File: config.mk
export PLATFORM = sky130hd
export DESIGN_NAME = cmd_sequencer_flat
export DESIGN_NICKNAME = d
export VERILOG_FILES = /design/src/rtl/cmd_sequencer_if.sv /design/src/rtl/cmd_sequencer.sv /design/src/flat_wrapper.sv
export SDC_FILE = /design/constraint.sdc
export NUM_CORES = 1
export LEC_CHECK = 0
export BUFFER_PORTS_ARGS = -buffer_cell sky130_fd_sc_hd__buf_2
export CAP_MARGIN = 40
export CORE_MARGIN = 8
export CORE_UTILIZATION = 35
export DETAILED_ROUTE_END_ITERATION = 16
export GPL_TIMING_DRIVEN = 0
export MAX_ROUTING_LAYER = met4
export SYNTH_ARGS = -nofsm -noshare
export SYNTH_HDL_FRONTEND = slang
export SYNTH_SLANG_ARGS = --single-unit
File: constraint.sdc
create_clock -name clk -period 31.9 [get_ports clk]
set_input_delay 6.38 -clock clk [delete_from_list [all_inputs] [get_ports clk]]
set_output_delay 6.38 -clock clk [all_outputs]
set_load 0.01 [all_outputs]
File: src/rtl/cmd_sequencer_if.sv
// Sequencer bus: command FIFO pop side, engine start/done handshake, batch control and status.
// master = host/FIFO/engine side, slave = the sequencer itself.
interface cmd_sequencer_if #(
  parameter int CMD_WORDS = 8,
  parameter int WORD_W    = 32,
  parameter int CNT_W     = 7
);
  logic                        op_en;
  logic [CNT_W-1:0]            cmd_size;
  logic                        cmd_valid;
  logic [WORD_W-1:0]           cmd_data;
  logic                        cmd_rd_en;
  logic [CMD_WORDS*WORD_W-1:0] cmd_out;
  logic                        engine_valid;
  logic                        engine_ready;
  logic                        engine_done;
  logic                        engine_reset;
  logic [CNT_W-1:0]            done_count;
  logic                        busy;
  logic                        irq;
  logic                        irq_clr;
  logic                        err;

  modport master (
    output op_en, cmd_size, cmd_valid, cmd_data, engine_ready, engine_done, irq_clr,
    input  cmd_rd_en, cmd_out, engine_valid, engine_reset, done_count, busy, irq, err
  );

  modport slave (
    input  op_en, cmd_size, cmd_valid, cmd_data, engine_ready, engine_done, irq_clr,
    output cmd_rd_en, cmd_out, engine_valid, engine_reset, done_count, busy, irq, err
  );
endinterface

File: src/rtl/cmd_sequencer.sv
// Command sequencer: fetches CMD_WORDS-word records into a shadow buffer, issues them to the engine,
// counts completions and raises a sticky irq per batch. Define CMD_TIMEOUT_EN for the RUN watchdog.
module cmd_sequencer #(
  parameter int CMD_WORDS      = 8,
  parameter int WORD_W         = 32,
  parameter int CNT_W          = 7,
  parameter int TIMEOUT_CYCLES = 65535
) (
  input  logic           clk,
  input  logic           rst,
  cmd_sequencer_if.slave bus
);

  localparam int WC_W = $clog2(CMD_WORDS);

  typedef logic [CMD_WORDS-1:0][WORD_W-1:0] rec_t;
  typedef enum logic [2:0] {IDLE, LOAD, ISSUE, RUN, FINISH} state_t;

  state_t           state_q, state_d;
  rec_t             cmd_out_q, cmd_out_d;
  rec_t             shadow_q, shadow_d;
  logic             shadow_full_q, shadow_full_d;
  logic [WC_W-1:0]  wcnt_q, wcnt_d;
  logic [CNT_W-1:0] fetched_q, fetched_d;
  logic [CNT_W-1:0] done_count_q, done_count_d;
  logic [CNT_W-1:0] size_q, size_d;
  logic [CNT_W-1:0] done_inc;
  logic             irq_q, irq_d;
  logic             rd_en;

`ifdef CMD_TIMEOUT_EN
  localparam int TMO_W = $clog2(TIMEOUT_CYCLES + 1);
  localparam logic [TMO_W-1:0] TMO_LAST = TMO_W'(TIMEOUT_CYCLES - 1);
  logic [TMO_W-1:0] tmo_q, tmo_d;
  logic             err_q, err_d;
`endif

  always_comb begin
    state_d       = state_q;
    cmd_out_d     = cmd_out_q;
    shadow_d      = shadow_q;
    shadow_full_d = shadow_full_q;
    wcnt_d        = wcnt_q;
    fetched_d     = fetched_q;
    done_count_d  = done_count_q;
    size_d        = size_q;
    irq_d         = irq_q;
    done_inc      = done_count_q + CNT_W'(1);
`ifdef CMD_TIMEOUT_EN
    tmo_d         = tmo_q;
    err_d         = err_q;
`endif

    // Prefetch runs in every active state; a full shadow blocks it until LOAD drains it.
    rd_en = (state_q != IDLE) && (state_q != FINISH) && !shadow_full_q && (fetched_q < size_q);
    if (rd_en && bus.cmd_valid) begin
      shadow_d[wcnt_q] = bus.cmd_data;
      if (wcnt_q == WC_W'(CMD_WORDS - 1)) begin
        wcnt_d        = '0;
        shadow_full_d = 1'b1;
        fetched_d     = fetched_q + CNT_W'(1);
      end else begin
        wcnt_d = wcnt_q + WC_W'(1);
      end
    end

    case (state_q)
      IDLE: begin
        if (bus.op_en) begin
          if (bus.cmd_size != '0) begin
            size_d        = bus.cmd_size;
            fetched_d     = '0;
            done_count_d  = '0;
            wcnt_d        = '0;
            shadow_full_d = 1'b0;
            state_d       = LOAD;
          end else begin
            irq_d   = 1'b1;
            state_d = FINISH;
          end
        end
      end
      LOAD: begin
        if (shadow_full_q) begin
          cmd_out_d     = shadow_q;
          shadow_full_d = 1'b0;
          state_d       = ISSUE;
        end
      end
      ISSUE: begin
        if (bus.engine_ready) begin
          state_d = RUN;
`ifdef CMD_TIMEOUT_EN
          tmo_d   = '0;
`endif
        end
      end
      RUN: begin
        // A completion in the limit cycle takes priority over the watchdog.
        if (bus.engine_done) begin
          done_count_d = done_inc;
          if (done_inc == size_q) begin
            irq_d   = 1'b1;
            state_d = FINISH;
          end else begin
            state_d = LOAD;
          end
        end
`ifdef CMD_TIMEOUT_EN
        else if (tmo_q == TMO_LAST) begin
          err_d   = 1'b1;
          irq_d   = 1'b1;
          state_d = FINISH;
        end else begin
          tmo_d = tmo_q + TMO_W'(1);
        end
`endif
      end
      FINISH: begin
        if (bus.irq_clr) begin
          irq_d   = 1'b0;
`ifdef CMD_TIMEOUT_EN
          err_d   = 1'b0;
`endif
          state_d = IDLE;
        end
      end
      default: state_d = IDLE;
    endcase
  end

  always_ff @(posedge clk or posedge rst) begin
    if (rst) begin
      state_q       <= IDLE;
      cmd_out_q     <= '0;
      shadow_q      <= '0;
      shadow_full_q <= 1'b0;
      wcnt_q        <= '0;
      fetched_q     <= '0;
      done_count_q  <= '0;
      size_q        <= '0;
      irq_q         <= 1'b0;
`ifdef CMD_TIMEOUT_EN
      tmo_q         <= '0;
      err_q         <= 1'b0;
`endif
    end else begin
      state_q       <= state_d;
      cmd_out_q     <= cmd_out_d;
      shadow_q      <= shadow_d;
      shadow_full_q <= shadow_full_d;
      wcnt_q        <= wcnt_d;
      fetched_q     <= fetched_d;
      done_count_q  <= done_count_d;
      size_q        <= size_d;
      irq_q         <= irq_d;
`ifdef CMD_TIMEOUT_EN
      tmo_q         <= tmo_d;
      err_q         <= err_d;
`endif
    end
  end

  assign bus.cmd_rd_en    = rd_en;
  assign bus.cmd_out      = cmd_out_q;
  assign bus.engine_valid = (state_q == ISSUE);
  assign bus.engine_reset = (state_q == IDLE) || (state_q == LOAD) || (state_q == FINISH);
  assign bus.busy         = (state_q != IDLE);
  assign bus.done_count   = done_count_q;
  assign bus.irq          = irq_q;

`ifdef CMD_TIMEOUT_EN
  assign bus.err = err_q;
`else
  // Without the watchdog the limit has no effect and err never rises.
  assign bus.err = 1'b0 && (TIMEOUT_CYCLES > 0);
`endif

endmodule

File: src/flat_wrapper.sv
// flat-port wrapper written by rule: the top's interface ports become plain ports
module cmd_sequencer_flat 
#(
  parameter int CMD_WORDS      = 8,
  parameter int WORD_W         = 32,
  parameter int CNT_W          = 7,
  parameter int TIMEOUT_CYCLES = 65535
)
  (clk, rst, bus_op_en, bus_cmd_size, bus_cmd_valid, bus_cmd_data, bus_engine_ready, bus_engine_done, bus_irq_clr, bus_cmd_rd_en, bus_cmd_out, bus_engine_valid, bus_engine_reset, bus_done_count, bus_busy, bus_irq, bus_err);
  cmd_sequencer_if #(.CMD_WORDS(CMD_WORDS), .WORD_W(WORD_W), .CNT_W(CNT_W)) bus_i ();
  input  logic clk;
  input  logic rst;
  input wire logic [$bits(bus_i.op_en)-1:0] bus_op_en;
  input wire logic [$bits(bus_i.cmd_size)-1:0] bus_cmd_size;
  input wire logic [$bits(bus_i.cmd_valid)-1:0] bus_cmd_valid;
  input wire logic [$bits(bus_i.cmd_data)-1:0] bus_cmd_data;
  input wire logic [$bits(bus_i.engine_ready)-1:0] bus_engine_ready;
  input wire logic [$bits(bus_i.engine_done)-1:0] bus_engine_done;
  input wire logic [$bits(bus_i.irq_clr)-1:0] bus_irq_clr;
  output wire logic [$bits(bus_i.cmd_rd_en)-1:0] bus_cmd_rd_en;
  output wire logic [$bits(bus_i.cmd_out)-1:0] bus_cmd_out;
  output wire logic [$bits(bus_i.engine_valid)-1:0] bus_engine_valid;
  output wire logic [$bits(bus_i.engine_reset)-1:0] bus_engine_reset;
  output wire logic [$bits(bus_i.done_count)-1:0] bus_done_count;
  output wire logic [$bits(bus_i.busy)-1:0] bus_busy;
  output wire logic [$bits(bus_i.irq)-1:0] bus_irq;
  output wire logic [$bits(bus_i.err)-1:0] bus_err;
  assign bus_i.op_en = bus_op_en;
  assign bus_i.cmd_size = bus_cmd_size;
  assign bus_i.cmd_valid = bus_cmd_valid;
  assign bus_i.cmd_data = bus_cmd_data;
  assign bus_i.engine_ready = bus_engine_ready;
  assign bus_i.engine_done = bus_engine_done;
  assign bus_i.irq_clr = bus_irq_clr;
  assign bus_cmd_rd_en = bus_i.cmd_rd_en;
  assign bus_cmd_out = bus_i.cmd_out;
  assign bus_engine_valid = bus_i.engine_valid;
  assign bus_engine_reset = bus_i.engine_reset;
  assign bus_done_count = bus_i.done_count;
  assign bus_busy = bus_i.busy;
  assign bus_irq = bus_i.irq;
  assign bus_err = bus_i.err;
  cmd_sequencer #(.CMD_WORDS(CMD_WORDS), .WORD_W(WORD_W), .CNT_W(CNT_W), .TIMEOUT_CYCLES(TIMEOUT_CYCLES)) u_core (.clk(clk), .rst(rst), .bus(bus_i));
endmodule
Yosys cells after proc, flatten, opt, wreduce, memory -nomap -nowiden
Index checks and enable logic that the tools add are counted.
{"block": "op_classes", "div_mod_pow": 0, "n_shift": 0, "n_eq_ne": 15, "multipliers": 0, "bitwise": 0, "add_sub_neg": 3, "muxes": 37, "reduce_logical": 18, "magnitude_cmp": 3}
{"cell": "$bwmux W256", "n": 1}
{"cell": "$demux W32 S3", "n": 1}
{"cell": "$mux W7", "n": 8}
{"cell": "$mux W3", "n": 12}
{"cell": "$mux W32", "n": 1}
{"cell": "$pmux W3 S5", "n": 1}
{"cell": "$add A7 B1 Y7 const B", "n": 2}
{"cell": "$pmux W7 S2", "n": 1}
{"cell": "$mux W1", "n": 10}
{"cell": "$ne A2 B2 Y1 const B", "n": 5}
{"cell": "$eq A7 B7 Y1", "n": 1}
{"cell": "$lt A7 B7 Y1", "n": 1}
{"cell": "$reduce_bool A7 Y1", "n": 1}
{"cell": "$eq A3 B2 Y1 const B", "n": 2}
{"cell": "$eq A3 B3 Y1 const B", "n": 2}
{"cell": "$ne A2 B1 Y1 const B", "n": 3}
{"cell": "$reduce_and A6 Y1", "n": 1}
{"cell": "$reduce_bool A3 Y1", "n": 2}
{"cell": "$logic_and A1 B1 Y1", "n": 5}
{"cell": "$reduce_and A5 Y1", "n": 1}
{"cell": "$lt A3 B4 Y1 const B", "n": 1}
{"cell": "$reduce_and A4 Y1", "n": 1}
{"cell": "$add A3 B1 Y3 const B", "n": 1}
{"cell": "$eq A3 B1 Y1 const B", "n": 1}
{"cell": "other kinds (10)", "n": 11}
{"block": "word_totals", "wordCells": 99, "inputBits": 46, "latchBits": 0, "mem_count": 0, "rom_bits": 0, "output_inout_bits": 269, "mem_bits_rw": 0, "register_bits": 541}

Longest topological paths before layout
Gate-level depths: netlist of run 1.
{"block": "depth", "ltp_word": 9, "depth_mapped": 10, "mapped_depth_nobuf": 7}

Least setup slack after synthesis of run 1
No wires, ideal clock.
{"block": "synth_path", "path_kind": "input to register", "startpoint": "input port bus_cmd_size[2]", "endpoint": "register u_core.fetched_q[3]", "setup_slack_ns": 24.196, "cell_stages": 6, "path_buffers": 1, "setup_time_ns": 0.066, "arrival_ns": 7.637, "t_required_ns": 31.834, "path_cell_list": "nor4_1 > a211o_1 > clkbuf_1 > nand2_1 > a31oi_1 > a41o_1"}
{"block": "synth_between", "elab_chain_cells": 4}
{"item": "from (decl)", "line": "flat_wrapper.sv:14", "source": "input wire logic [$bits(bus_i.cmd_size)-1:0] bus_cmd_size;"}
{"item": "$reduce_bool A7 Y1", "line": "cmd_sequencer.sv:70", "source": "if (bus.cmd_size != '0) begin"}
{"item": "$mux W7", "line": "cmd_sequencer.sv:70"}
{"item": "$mux W7", "line": "cmd_sequencer.sv:69", "source": "if (bus.op_en) begin"}
{"item": "$mux W7", "line": "cmd_sequencer.sv:67", "source": "case (state_q)"}
{"item": "named net u_core.fetched_d[3]", "line": "cmd_sequencer.sv:24", "source": "logic [CNT_W-1:0] fetched_q, fetched_d;"}
{"item": "to (signal assigned)", "line": "cmd_sequencer.sv:153", "source": "fetched_q <= fetched_d;"}
{"item": "to (decl)", "line": "cmd_sequencer.sv:24"}
The timed path passes the listed nets, and every way through them passes these cells.
A chain may end at the register's enable or synchronous reset.

Worst setup path in the final report of run 1
{"block": "layout_path", "startpoint": "register u_core.size_q[6]", "endpoint": "output port bus_cmd_rd_en"}
{"block": "layout_between", "elab_chain_cells": 2}
{"item": "from (decl)", "line": "cmd_sequencer.sv:26", "source": "logic [CNT_W-1:0] size_q, size_d;"}
{"item": "from (signal assigned)", "line": "cmd_sequencer.sv:155", "source": "size_q <= size_d;"}
{"item": "$lt A7 B7 Y1", "line": "cmd_sequencer.sv:55", "source": "rd_en = (state_q != IDLE) && (state_q != FINISH) && !shadow_full_q && (fetched_q < size_q);"}
{"item": "$logic_and A1 B1 Y1", "line": "cmd_sequencer.sv:55"}
{"item": "to (decl)", "line": "flat_wrapper.sv:20", "source": "output wire logic [$bits(bus_i.cmd_rd_en)-1:0] bus_cmd_rd_en;"}
Every way passes these cells.

==> results.py, run 1 <==
metrics = {
    "timing": {
        "relSlewSlack_pct": 50.2,
        "finalMaxSlewViolations": 0,
        "fmax_ghz": 0.118,
        "layout_setup_ws_ns": 23.41,
        "skew_ns": 0.00870,
        "whs_ns": 0.479,
        "setup_viol": 0,
        "final.period_utilization_pct": 26.6,
        "fin_crit_ns": 8.49,
        "hold_violations": 0,
        "tightest_slew_ns": 0.741,
        "tns_ns": 0,
        "rsz0062_at_grt": "false",
    },
    "layout": {
        "layout.nets": 1741,
        "utilization_pct": 43.4,
        "syn2layout_area_growth_pct": 22.4,
        "design_area_um2": 25700,
        "layout-drive-gt1-share_pct": 55.1,
        "final_cell_mix": "541 x dfrtp_1, 468 x mux2_2, 341 x buf_2",
        "fin_cells": 2506,
        "final_common_cell": "dfrtp_1",
    },
    "placed_design": {
        "postPlaceCellArea_um2": 23600,
        "gp_congestion": 0.818,
        "pre_cts_ws_ns": 23.69,
        "dp.cells": 2398,
        "place.port_buffers": 312,
        "hpwl_um": 39200,
    },
    "power": {
        "leakage_nw": 12.9,
        "peakVddDrop_uv": 48.7,
        "power_mw": 2.51,
        "power.density_nw_per_um2": 97.9,
    },
    "global_routing": {
        "track_usage_pct": 17.0,
        "overflow": 0,
        "grt_max_degree": 126,
        "grt_pass1_vias": 13100,
        "grt_antenna_before_repair": 1,
        "grt_pass1_wl_um": 85300,
    },
    "cts": {
        "clk_latency_ns": 0.60,
        "cts_setup_buffers": 0,
        "clockBufferDepth": 3,
        "cts_tree": "done",
        "clk_pin_slew_ns": 0.06,
        "cts_buffers": 58,
        "htree_num_levels": 2,
        "cts_num_sinks": 541,
        "cts-resized-gates": 0,
        "cts_root_buffer": "clkbuf_16",
        "holdBufCountCts": 0,
    },
    "worst_setup_path": {
        "cp.arrival_ns": 2.11,
        "path_cells": "inv_1, ha_1, a211oi_2, o211ai_2, a21oi_1, buf_2",
        "slowest_delay_ns": 0.36,
        "r2r_end": "u_core.shadow_q[155]$_DFFE_PP0P_",
        "crit_type": "reg -> out",
        "crit_path_max_fanout": 2,
        "cp-end-kind": "output pin",
        "startpoint_type": "register",
        "worstRegToRegCells": 9,
        "r2r_setup_slack_ns": 29.06,
        "required_ns": 25.52,
        "cpMaxStageDelayCell": "dfrtp_1",
        "crit_start": "u_core.size_q[6]$_DFFE_PP0P_",
        "reg2reg_from": "u_core.size_q[6]$_DFFE_PP0P_",
        "crit_end": "bus_cmd_rd_en",
    },
    "hold_path": {
        "min_path_type": "reg -> reg",
        "min_path_cells": 1,
    },
    "floorplanning": {
        "core-area_um2": 59100,
        "die_h_um": 261,
        "start_util_pct": 35.5,
        "die_x_um": 261,
        "die_area_um2": 68000,
        "row_count": 89,
        "ios": 315,
    },
    "synthesis": {
        "synthTopCellsByArea": "dfrtp_1 65%, mux2_2 25%, mux2_1 2.4%, buf_6 0.70%, buf_2 0.69%",
        "syn_area_per_cell_um2": 16.1,
        "yosys.area.top_type": "dfrtp_1",
        "postSynthCellCount": 1306,
        "synth_async_sr_flop_share_pct": 100,
        "yosysWarningCount": 0,
        "ys.flop_type": "dfrtp_1",
        "synth_top_area_share_pct": 64.6,
        "ys_ff_latch": 541,
        "syn_area_um2": 21000,
        "ys_types": 57,
        "ys_seq_area_share_pct": 64.6,
        "synth-edff-count": 0,
        "synth_nets": 1362,
    },
    "flow_run": {
        "maxCapViolations": 0,
    },
    "route": {
        "first_pass_iters": 6,
        "drtAntennaViolNets": 0,
        "drtIter0Drc": 597,
        "wl_per_cell_um": 22.3,
        "wl_um": 55800,
        "route.detailed.drc": 0,
        "via_count": 12100,
        "via_per_inst": 4.81,
    },
    "status": {
        "outcome": "finished clean",
    },
}
## per-layer routing
| layer | global-route usage, % | share of wire [%] |
|---|---|---|
| met4 | 4.40 | 2.1 |
| met2 | 27.2 | 48 |
| met3 | 4.18 | 5.8 |
| met1 | 21.5 | 44 |
| met5 | - | 0 |
## flip-flops by register name, indices dropped and copies added (netlist names)
name                   count
u_core.wcnt_q              3
u_core.fetched_q           7
u_core.bus.done_count      7
u_core.state_q             3
u_core.bus.cmd_out       256
u_core.size_q              7
u_core.shadow_q          256
u_core.shadow_full_q       1
u_core.bus.irq             1
## layout make-up
| class | count | area [um^2] |
|---|---|---|
| well taps | 773 | 967 |
| diodes | 1 | 2.50 |
| clock buffers | 86 | 1740 |
| flip-flops and latches | 541 | 13500 |
| repair buffers | 319 | 1710 |
| multi-input cells | 681 | 6890 |
| plain buffers | 72 | 492 |
| fillers | 5355 | 33500 |
| clock inverters | 21 | 285 |
| inverters | 12 | 52.6 |
## where the power goes
group	internal (mW)	total (mW)	switching, mW
sequential	0.969	1.12	0.149
clock	0.425	0.703	0.278
combinational	0.367	0.693	0.326
## cells in the mapped netlist, types with 2 or more instances
cell and count:
inv_1 12, nor4_1 2, nor2_1 14, clkbuf_1 9, nor3b_1 2, nand3_1 10, dfrtp_1 541, ha_1 10
mux2i_1 7, and3_1 7, buf_2 29, buf_8 3, nor3_1 2, nand3b_1 3, a21oi_1 18, nand4_1 3
buf_4 13, a211oi_1 2, xor2_1 3, nand2_1 24, mux2_2 468, a21bo_2 2, and4_1 2, mux2_1 44
a211o_1 2, buf_6 13, and4bb_2 2, clkbuf_2 4, xnor2_1 7, and4b_1 3, o21ai_0 18, nand4b_1 2
## worst max-delay path, delay by kind of cell (launching register included)
| kind | cells | cell delay, ns |
|---|---|---|
| fa+ha+maj | 1 | 0.32 |
| flops | 1 | 0.36 |
| buf+inv | 2 | 0.26 |
| compound gates | 3 | 0.57 |
## worst min-delay path by stage
stage	from	slack (ns)	endpoint
6_report	u_core.shadow_q[201]$_DFFE_PP0P_	0.48	u_core.shadow_q[201]$_DFFE_PP0P_
3_5_place_dp	u_core.shadow_q[200]$_DFFE_PP0P_	0.47	u_core.shadow_q[200]$_DFFE_PP0P_
3_3_place_gp	u_core.shadow_q[86]$_DFFE_PP0P_	0.46	u_core.shadow_q[86]$_DFFE_PP0P_
2_1_floorplan	u_core.fetched_q[6]$_DFF_PP0_	0.45	u_core.fetched_q[6]$_DFF_PP0_
4_1_cts	u_core.shadow_q[201]$_DFFE_PP0P_	0.48	u_core.shadow_q[201]$_DFFE_PP0P_
5_1_grt	u_core.shadow_q[123]$_DFFE_PP0P_	0.49	u_core.shadow_q[123]$_DFFE_PP0P_
## cells by family (layout without fill, tap and decap cells)
family / after synthesis / after routing / synth area share (%)
muxes: 519 / 519 / 27.8
adders and majority gates: 10 / 10 / 0.597
DFF: 541 / 541 / 64.6
other: 1 / 2 / 0.0179
and+or+nand+nor: 83 / 83 / 2.17
AOI/OAI and AO/OA: 58 / 58 / 1.81
buffers and inverters: 84 / 510 / 2.56
xor gates and xnor gates: 10 / 10 / 0.418
Note: power is estimated with default switching activity, not from simulation.
==> inputs of run 2 (changes only) <==
- clock period: 31.9 -> 8.25 ns (I/O delays scaled with it)
==> run 2 against run 1 <==
Compared with the run above: flip-flop and latch count did not move; non-clock buffer count rose by 9; global-route usage fell by 0.067 points; cell count rose by 0.32%; combinational power rose to 3.9 times the previous value; highest routed layer unchanged.
==> results.py, run 2 (synthesis gave the netlist of run 1 again) <==
metrics = {
    "cts": {
        "cts_root_buffer": "clkbuf_16",
        "cts_setup_buffers": 0,
        "cts_num_sinks": 541,
        "holdBufCountCts": 0,
        "cts-resized-gates": 0,
        "clk_pin_slew_ns": 0.07,
        "htree_num_levels": 2,
        "cts_buffers": 57,
        "cts_tree": "done",
        "clockBufferDepth": 3,
        "clk_latency_ns": 0.61,
    },
    "floorplanning": {
        "die_h_um": 261,
        "ios": 315,
        "row_count": 89,
        "start_util_pct": 35.5,
        "die_area_um2": 68000,
        "die_x_um": 261,
        "core-area_um2": 59100,
    },
    "worst_setup_path": {
        "worstRegToRegCells": 9,
        "cp-end-kind": "output pin",
        "cp.arrival_ns": 2.02,
        "startpoint_type": "register",
        "r2r_setup_slack_ns": 5.44,
        "crit_path_max_fanout": 2,
        "required_ns": 6.60,
        "reg2reg_from": "u_core.size_q[6]$_DFFE_PP0P_",
        "crit_type": "reg -> out",
        "r2r_end": "u_core.shadow_q[163]$_DFFE_PP0P_",
    },
    "hold_path": {
        "whs_endpoint": "u_core.shadow_q[211]$_DFFE_PP0P_",
        "min_path_type": "reg -> reg",
        "worstHoldStart": "u_core.shadow_q[211]$_DFFE_PP0P_",
        "min_path_cells": 1,
    },
    "power": {
        "internal_power_mw": 6.77,
        "peakVddDrop_uv": 187,
        "netSwitchingPower_mw": 2.91,
        "share_seq_of_total_power_pct": 44.8,
        "power.density_nw_per_um2": 375,
        "comb_power_share_pct": 27.7,
        "swShare_pct": 30.1,
        "power_mw": 9.68,
        "leakage_nw": 12.9,
        "clkPwrFrac_pct": 27.5,
    },
    "layout": {
        "layout.nets": 1749,
        "layout-drive-gt1-share_pct": 55.5,
        "utilization_pct": 43.6,
        "final_cell_mix": "541 x dfrtp_1, 468 x mux2_2, 341 x buf_2",
        "final_common_cell": "dfrtp_1",
        "fillers": 5357,
        "multi_input_area_um2": 6890,
        "design_area_um2": 25800,
        "fin_cells": 2514,
        "regArea_um2": 13500,
        "syn2layout_area_growth_pct": 23.1,
    },
    "global_routing": {
        "overflow": 0,
        "grt_max_degree": 41,
        "grt_pass1_vias": 13100,
        "track_usage_pct": 16.9,
        "use_met3_pct": 3.91,
        "grt_antenna_before_repair": 3,
        "grt_util_met2_pct": 27.3,
        "grt_pass1_wl_um": 84900,
        "gr-usage-met1_pct": 21.4,
        "top_usage_layer": "met2",
    },
    "timing": {
        "rsz0062_at_grt": "false",
        "whs_ns": 0.477,
        "tightest_slew_ns": 0.847,
        "hold_violations": 0,
        "setup_viol": 0,
        "finalMaxSlewViolations": 0,
        "fin_crit_ns": 3.67,
        "fmax_ghz": 0.272,
        "skew_ns": 0.0251,
        "relSlewSlack_pct": 43.0,
        "final.period_utilization_pct": 44.5,
    },
    "route": {
        "drtIter0Drc": 499,
        "route.detailed.drc": 0,
        "first_pass_iters": 4,
        "drtAntennaViolNets": 0,
        "wl_um": 55800,
        "wl_per_cell_um": 22.2,
        "via_per_inst": 4.84,
        "via_count": 12200,
    },
    "placed_design": {
        "gp_congestion": 0.845,
        "postPlaceCellArea_um2": 23800,
        "place.port_buffers": 312,
        "hpwl_um": 39900,
        "dp.cells": 2407,
    },
    "flow_run": {
        "maxCapViolations": 0,
    },
    "status": {
        "outcome": "finished clean",
    },
}
==> run 2: final cells by class <==
cell class,instances,area share (%)
Clock buffer,85,6.83
Clock inverter,18,0.854
Multi-Input combinational cell,681,26.7
Sequential cell,541,52.5
Timing Repair Buffer,328,7.26
Tap cell,773,3.75
Inverter,12,0.189
Antenna cell,4,0.0388
Buffer,72,1.91
==> run 2: routing by layer <==
layer  wire length, um  vias to the layer above
met5                 0                        -
met4              1330                        0
met3              3110                       92
met2             26900                      288
met1             24500                     6383
li1                  -                     5408
==> run 2: metrics by stage <==
stage	setup TNS (ns)	worst slack, ns
5_1_grt	0	4.46
4_1_cts	0	4.53
2_1_floorplan	-410.06	-0.758
6_report	0	4.58
3_5_place_dp	0	4.64
3_3_place_gp	-1955.12	-3.69
==> run 2: power by group through the flow <==
stage,Clock (mW),Combinational [mW],Sequential [mW]
3_3_place_gp,0,2.66,4.34
4_1_cts,2.74,2.75,4.35
3_5_place_dp,0,2.74,4.39
6_report,2.66,2.68,4.34
2_1_floorplan,0,1.51,4.45
5_1_grt,2.84,2.91,4.49
==> run 2: how the worst max path moves through the flow <==
stage	start	end	slack [ns]	cells after the start
3_3_place_gp	rst	u_core.bus.cmd_out[97]$_DFFE_PP0P_	-3.69	2
2_1_floorplan	rst	u_core.bus.cmd_out[0]$_DFFE_PP0P_	-0.76	1
4_1_cts	u_core.size_q[6]$_DFFE_PP0P_	bus_cmd_rd_en	4.53	6
6_report	u_core.size_q[6]$_DFFE_PP0P_	bus_cmd_rd_en	4.58	6
3_5_place_dp	rst	u_core.fetched_q[6]$_DFF_PP0_	4.64	7
5_1_grt	u_core.size_q[6]$_DFFE_PP0P_	bus_cmd_rd_en	4.46	6
==> run 2: worst max-delay path, stage by stage (launching register included) <==
cell and delay [ns]:
dfrtp_1 0.37, inv_1 0.07, ha_1 0.32, a211oi_2 0.22, o211ai_2 0.16, a21oi_1 0.13, buf_2 0.15
